`config.mk`:
```
export PLATFORM = sky130hd
export DESIGN_NAME = fp_unpacker
export DESIGN_NICKNAME = d
export VERILOG_FILES = /design/src/rtl/fpu_pkg.sv /design/src/rtl/fp_lzc53.sv /design/src/rtl/fp_unpacker.sv
export SDC_FILE = /design/constraint.sdc
export NUM_CORES = 1
export LEC_CHECK = 0
export BUFFER_PORTS_ARGS = -buffer_cell sky130_fd_sc_hd__buf_2
export CAP_MARGIN = 20
export CELL_PAD_IN_SITES_DETAIL_PLACEMENT = 1
export CELL_PAD_IN_SITES_GLOBAL_PLACEMENT = 2
export CORE_UTILIZATION = 32
export DETAILED_ROUTE_END_ITERATION = 8
export PLACE_DENSITY_LB_ADDON = 0.1
export SYNTH_ARGS = -nofsm -noshare
export SYNTH_HDL_FRONTEND = slang
export SYNTH_SLANG_ARGS = --single-unit
```
`constraint.sdc`:
```
create_clock -name clk -period 3.9 [get_ports clk]
set_input_delay 0.39 -clock clk [delete_from_list [all_inputs] [get_ports clk]]
set_output_delay 0.39 -clock clk [all_outputs]
set_load 0.02 [all_outputs]
```
`src/rtl/fpu_pkg.sv`:
```
// Shared FPU constants and types.
// Used by the significand unpacker and its leading-zero counter.
package fpu_pkg;
  localparam int DBL_FRAC_W = 52;
  localparam int SGL_FRAC_W = 23;
  localparam int SIG_W      = 53;
  localparam int LZ_W       = 6;

  typedef logic [SIG_W-1:0] sig_t;
endpackage

```
`src/rtl/fp_lzc53.sv`:
```
// Tree leading-zero counter; count from the MSB plus an all-zero flag.
// Input is padded with ones below the LSB up to 2**LZ_W leaves.
module fp_lzc53 #(
  parameter int W    = 53,
  parameter int LZ_W = 6
) (
  input  logic [W-1:0]    a,
  output logic [LZ_W-1:0] cnt,
  output logic            zero
);
  localparam int P = 1 << LZ_W;

  logic [P-1:0]    v;
  logic [LZ_W-1:0] c [P];

  // Pairwise reduction in place; node j of a level reads 2j and 2j+1
  always_comb begin
    v = {a, {(P-W){1'b1}}};
    v = {<<{v}};
    for (int j = 0; j < P; j++) c[j] = '0;
    for (int k = 0; k < LZ_W; k++) begin
      for (int j = 0; j < (P >> (k + 1)); j++) begin
        if (v[2*j]) begin
          c[j] = c[2*j];
        end else begin
          c[j] = c[2*j+1] | LZ_W'(1 << k);
        end
        v[j] = v[2*j] | v[2*j+1];
      end
    end
    zero = ~|a;
    cnt  = zero ? '0 : c[0];
  end
endmodule

```
`src/rtl/fp_unpacker.sv`:
```
// Significand unpack stage: fraction extract, hidden bit, LZC, normalize.
// UNPACKER_DENORM_FLUSH_EN flushes denormal significands to zero.
module fp_unpacker
  import fpu_pkg::*;
#(
  parameter int N = 64
) (
  input  logic            clk,
  input  logic            rst_n,
  input  logic            in_valid,
  input  logic            dbs,
  input  logic [N-1:0]    x,
  input  logic            ez,
  input  logic            normal,
  output logic            out_valid,
  output logic [LZ_W-1:0] lz,
  output logic [SIG_W-1:0] f,
  output logic            fz,
  output logic [DBL_FRAC_W-1:0] h
);
  logic                  out_valid_q, out_valid_d;
  logic [LZ_W-1:0]       lz_q, lz_d;
  sig_t                  f_q, f_d;
  logic                  fz_q, fz_d;
  logic [DBL_FRAC_W-1:0] h_q, h_d;

  logic [DBL_FRAC_W-1:0] h_c;
  sig_t                  s;
  logic [LZ_W-1:0]       lz_c;
  logic                  s_zero;
  logic                  unused_x;

  assign unused_x = ^{x[N-1:55], s_zero};

  assign h_c = dbs ? x[51:0]
                   : {x[32+SGL_FRAC_W-1:32], (DBL_FRAC_W-SGL_FRAC_W)'(0)};
  assign s   = {~ez, h_c};

  fp_lzc53 #(.W(SIG_W), .LZ_W(LZ_W)) u_lzc (
    .a    (s),
    .cnt  (lz_c),
    .zero (s_zero)
  );

  always_comb begin
    out_valid_d = in_valid;
    lz_d        = lz_q;
    f_d         = f_q;
    fz_d        = fz_q;
    h_d         = h_q;
    if (in_valid) begin
      h_d  = h_c;
      fz_d = (h_c == '0);
      lz_d = lz_c;
      f_d  = normal ? (s << lz_c) : s;
`ifdef UNPACKER_DENORM_FLUSH_EN
      if (ez) begin
        f_d  = '0;
        lz_d = '0;
        fz_d = 1'b1;
      end
`endif
    end
  end

  always_ff @(posedge clk) begin
    if (!rst_n) begin
      out_valid_q <= 1'b0;
      lz_q        <= '0;
      f_q         <= '0;
      fz_q        <= 1'b0;
      h_q         <= '0;
    end else begin
      out_valid_q <= out_valid_d;
      lz_q        <= lz_d;
      f_q         <= f_d;
      fz_q        <= fz_d;
      h_q         <= h_d;
    end
  end

  assign out_valid = out_valid_q;
  assign lz        = lz_q;
  assign f         = f_q;
  assign fz        = fz_q;
  assign h         = h_q;
endmodule

```
==> flow_summary_export.csv <==
group,metric,value,unit
critical_path,critPathArrivalTime,4080,ps
layout,fillers,3313,
yosys,synth.ff_latch_count,113,
critical_path,worstPathRequired,4220,ps
yosys,netlist_area,0.00881,mm^2
cts,clock_latency,430,ps
layout,layout_common_cells,"buf_4 (184), buf_2 (170), mux2i_1 (135), nand2_1 (116), dfxtp_1 (113)",
sta,clock.fmax,266,MHz
power,p_per_area,357,mW/mm^2
grt,grt_first_pass_wirelength,64.5,mm
flow_run,drv_cap,0,
cts,cts_hold_buf,0,
worst_hold_path,hold_start,"x[26]",
routing,wl_per_cell,24.2,um
layout,final_core_util,44.0,%
yosys,synth_area_leader_cell,"dfxtp_1",
yosys,synth_ff_type,"dfxtp_1",
layout,drive_above_1_share,30.5,%
yosys,syn_inst,1125,
placed_design,dp_hpwl,33.0,mm
critical_path,worstSetupStartpointType,"input port",
worst_hold_path,hold_path_end,"h[26]",
critical_path,cp_max_fo,25,
layout,antennaDiodeCount,0,
critical_path,r2r_cells,3,
yosys,avgSynthCellArea,7.84,um^2
cts,ctsResizeCount,0,
sta,min_period_over_period,96.5,%
cts,cts.sinks,113,
cts,cts_buffer_depth,2,
routing,drtAntennaViolNets,0,
die,die_w,168,um
sta,setup_viol,0,
die,num_rows,60,
yosys,synth_edf_count,0,
yosys,synth_cell_types,79,
routing,drc,0,
yosys,ys_seq_area_share,25.7,%
critical_path,end_kind,"flop",
sta,hold_violations,0,
critical_path,r2r-start,"f[51]",
die,die_h,168,um
routing,route.vias.total,10200,
layout,nets,1483,
cts,cts_buffers,17,
die,initial_core_util,32.7,%
routing,drtIter0Drc,803,
critical_path,ff2ff_setup_slack,2710,ps
grt,grt_max_degree,61,
die,ios,183,
power,leakage,5.52,nW
placed_design,pre_cts_slack,-223,ps
cts,cts_tree,"done",
layout,area_growth,34.5,%
placed_design,port_buffers,173,
sta,skew,0,ps
yosys,yosysWarnings,0,
worst_hold_path,worstHoldPathCells,3,
grt,track_usage,30.5,%
critical_path,r2r-end,"f[51]",
yosys,synthTopCellsByArea,"dfxtp_1 (26%), mux2i_1 (15%), nand2_1 (4.9%)",
sta,totalNegativeSetupSlack,0,ps
sta,relSlewSlack,46.0,%
sta,holdWs,265,ps
sta,grt_setup_unrepaired,"no",
routing,routed_via_density,5.78,
cts,path_clk_slew,60,ps
power,peakVddDrop,0.213,mV
cts,htree_levels,4,
sta,period_minus_slack,3760,ps
yosys,synth_top_area_share,25.7,%
die,core,0.0270,mm^2
sta,drv_slew,0,
grt,grt-ovfl-total,0,
placed_design,finalWeightedCongestion,0.945,
die,die-area,0.0282,mm^2
sta,setup_slack,135,ps
layout,layout_commonest_cell,"buf_4",
run_status,status,"complete, no violations",
routing,dr.pass1.iters,5,
worst_hold_path,hold_class,"input port to flop",
cts,cts_setup_buffers,0,
grt,grt_antenna_before_repair,0,
yosys,syn-num-nets,1195,
routing,wl,42.7,mm
yosys,async_flop_share,0,%
critical_path,critical_path_class,"input port to flop",
grt,grt_pass1_vias,10200,
cts,ctsRootBufferMaster,"clkbuf_16",
sta,worst_slew_pin_slew,806,ps
metrics by stage:
stage,cells,power (mW),cell area (um^2)
finish,1767,4.23,11900
global route,1767,4.40,11900
CTS,1767,4.24,11900
detailed placement,1735,2.63,11300
global placement,1735,2.62,11300
floorplan,1125,1.99,8810
metal layers:
metal / GRT usage, % / part of all wire, % / wire, um / vias to the layer above
met4: 13.6 / 4.0 / 1720 / 0
met5: 0 / 0 / 0 / -
met3: 5.48 / 6.1 / 2620 / 92
met2: 47.7 / 44 / 18800 / 380
li1: - / - / - / 4751
met1: 40.8 / 46 / 19500 / 4987
layout make-up:
cell class	instances	area, um^2	share of cell area, %
Inverter	39	146	1.23
Sequential cell	113	2260	19.1
Multi-Input combinational cell	877	5990	50.5
Clock buffer	19	443	3.74
Tap cell	341	427	3.60
Timing Repair Buffer	365	2450	20.7
Clock inverter	13	138	1.16
cell families after synthesis:
logic type / after synthesis / share of synthesized area [%]
mux: 153 / 18.3
simple gates: 364 / 21.2
flops: 113 / 25.7
buf+inv: 135 / 6.49
compound gates: 360 / 28.4
synth_stat cells, types with 4 or more instances:
cell type / instances
o22a_1: 4
nand3_1: 18
or3_1: 7
and3_1: 7
inv_1: 39
a22o_1: 7
buf_6: 5
buf_1: 10
nor2_1: 62
o21ai_0: 73
a211oi_1: 12
a211o_1: 4
o2bb2ai_1: 4
o221ai_1: 10
nor3b_1: 8
o21ai_1: 5
o211a_1: 29
o22ai_1: 26
mux4_2: 5
nor3_1: 22
a31oi_1: 8
and2_1: 24
o21a_1: 6
nor4_1: 6
o311ai_0: 4
a22oi_1: 14
o41ai_1: 8
a221oi_1: 6
nand2b_1: 8
dfxtp_1: 113
or2_2: 4
a21oi_1: 76
a2bb2oi_1: 6
mux2i_1: 135
buf_4: 4
o211ai_1: 15
a221o_1: 4
mux2_2: 12
nand2_1: 116
buf_2: 10
clkbuf_1: 67
nor2b_1: 56
power breakdown:
part	total (mW)	switching (mW)	internal (mW)
sequential	1.26	0.0370	1.23
combinational	1.36	0.807	0.553
clock	1.60	0.647	0.956
critical path, stage by stage:
cell       delay, ps
buf_4            170
or3_1            400
a222oi_1         520
and2b_2          290
nand3_2          160
o2111ai_1        280
nand2b_2         240
buf_12           220
buf_4            210
mux2i_1          240
mux2i_1          160
and3_1           220
nor3_1           330
buf_4            180
a31oi_1           70
registers in the layout, indices dropped and copies added (netlist names):
signal     cells
fz             1
lz             6
h             52
out_valid      1
f             53
how the worst max path moves through the flow:
stage,slack (ps),start,depth (start not counted),end
2_1_floorplan,350,dbs,14,f[51]
3_3_place_gp,-150,dbs,15,f[42]
3_5_place_dp,-220,dbs,15,f[42]
4_1_cts,210,dbs,15,f[42]
5_1_grt,20,dbs,15,f[42]
6_report,140,dbs,15,f[42]
No activity file was read; power rests on OpenSTA's default activity.
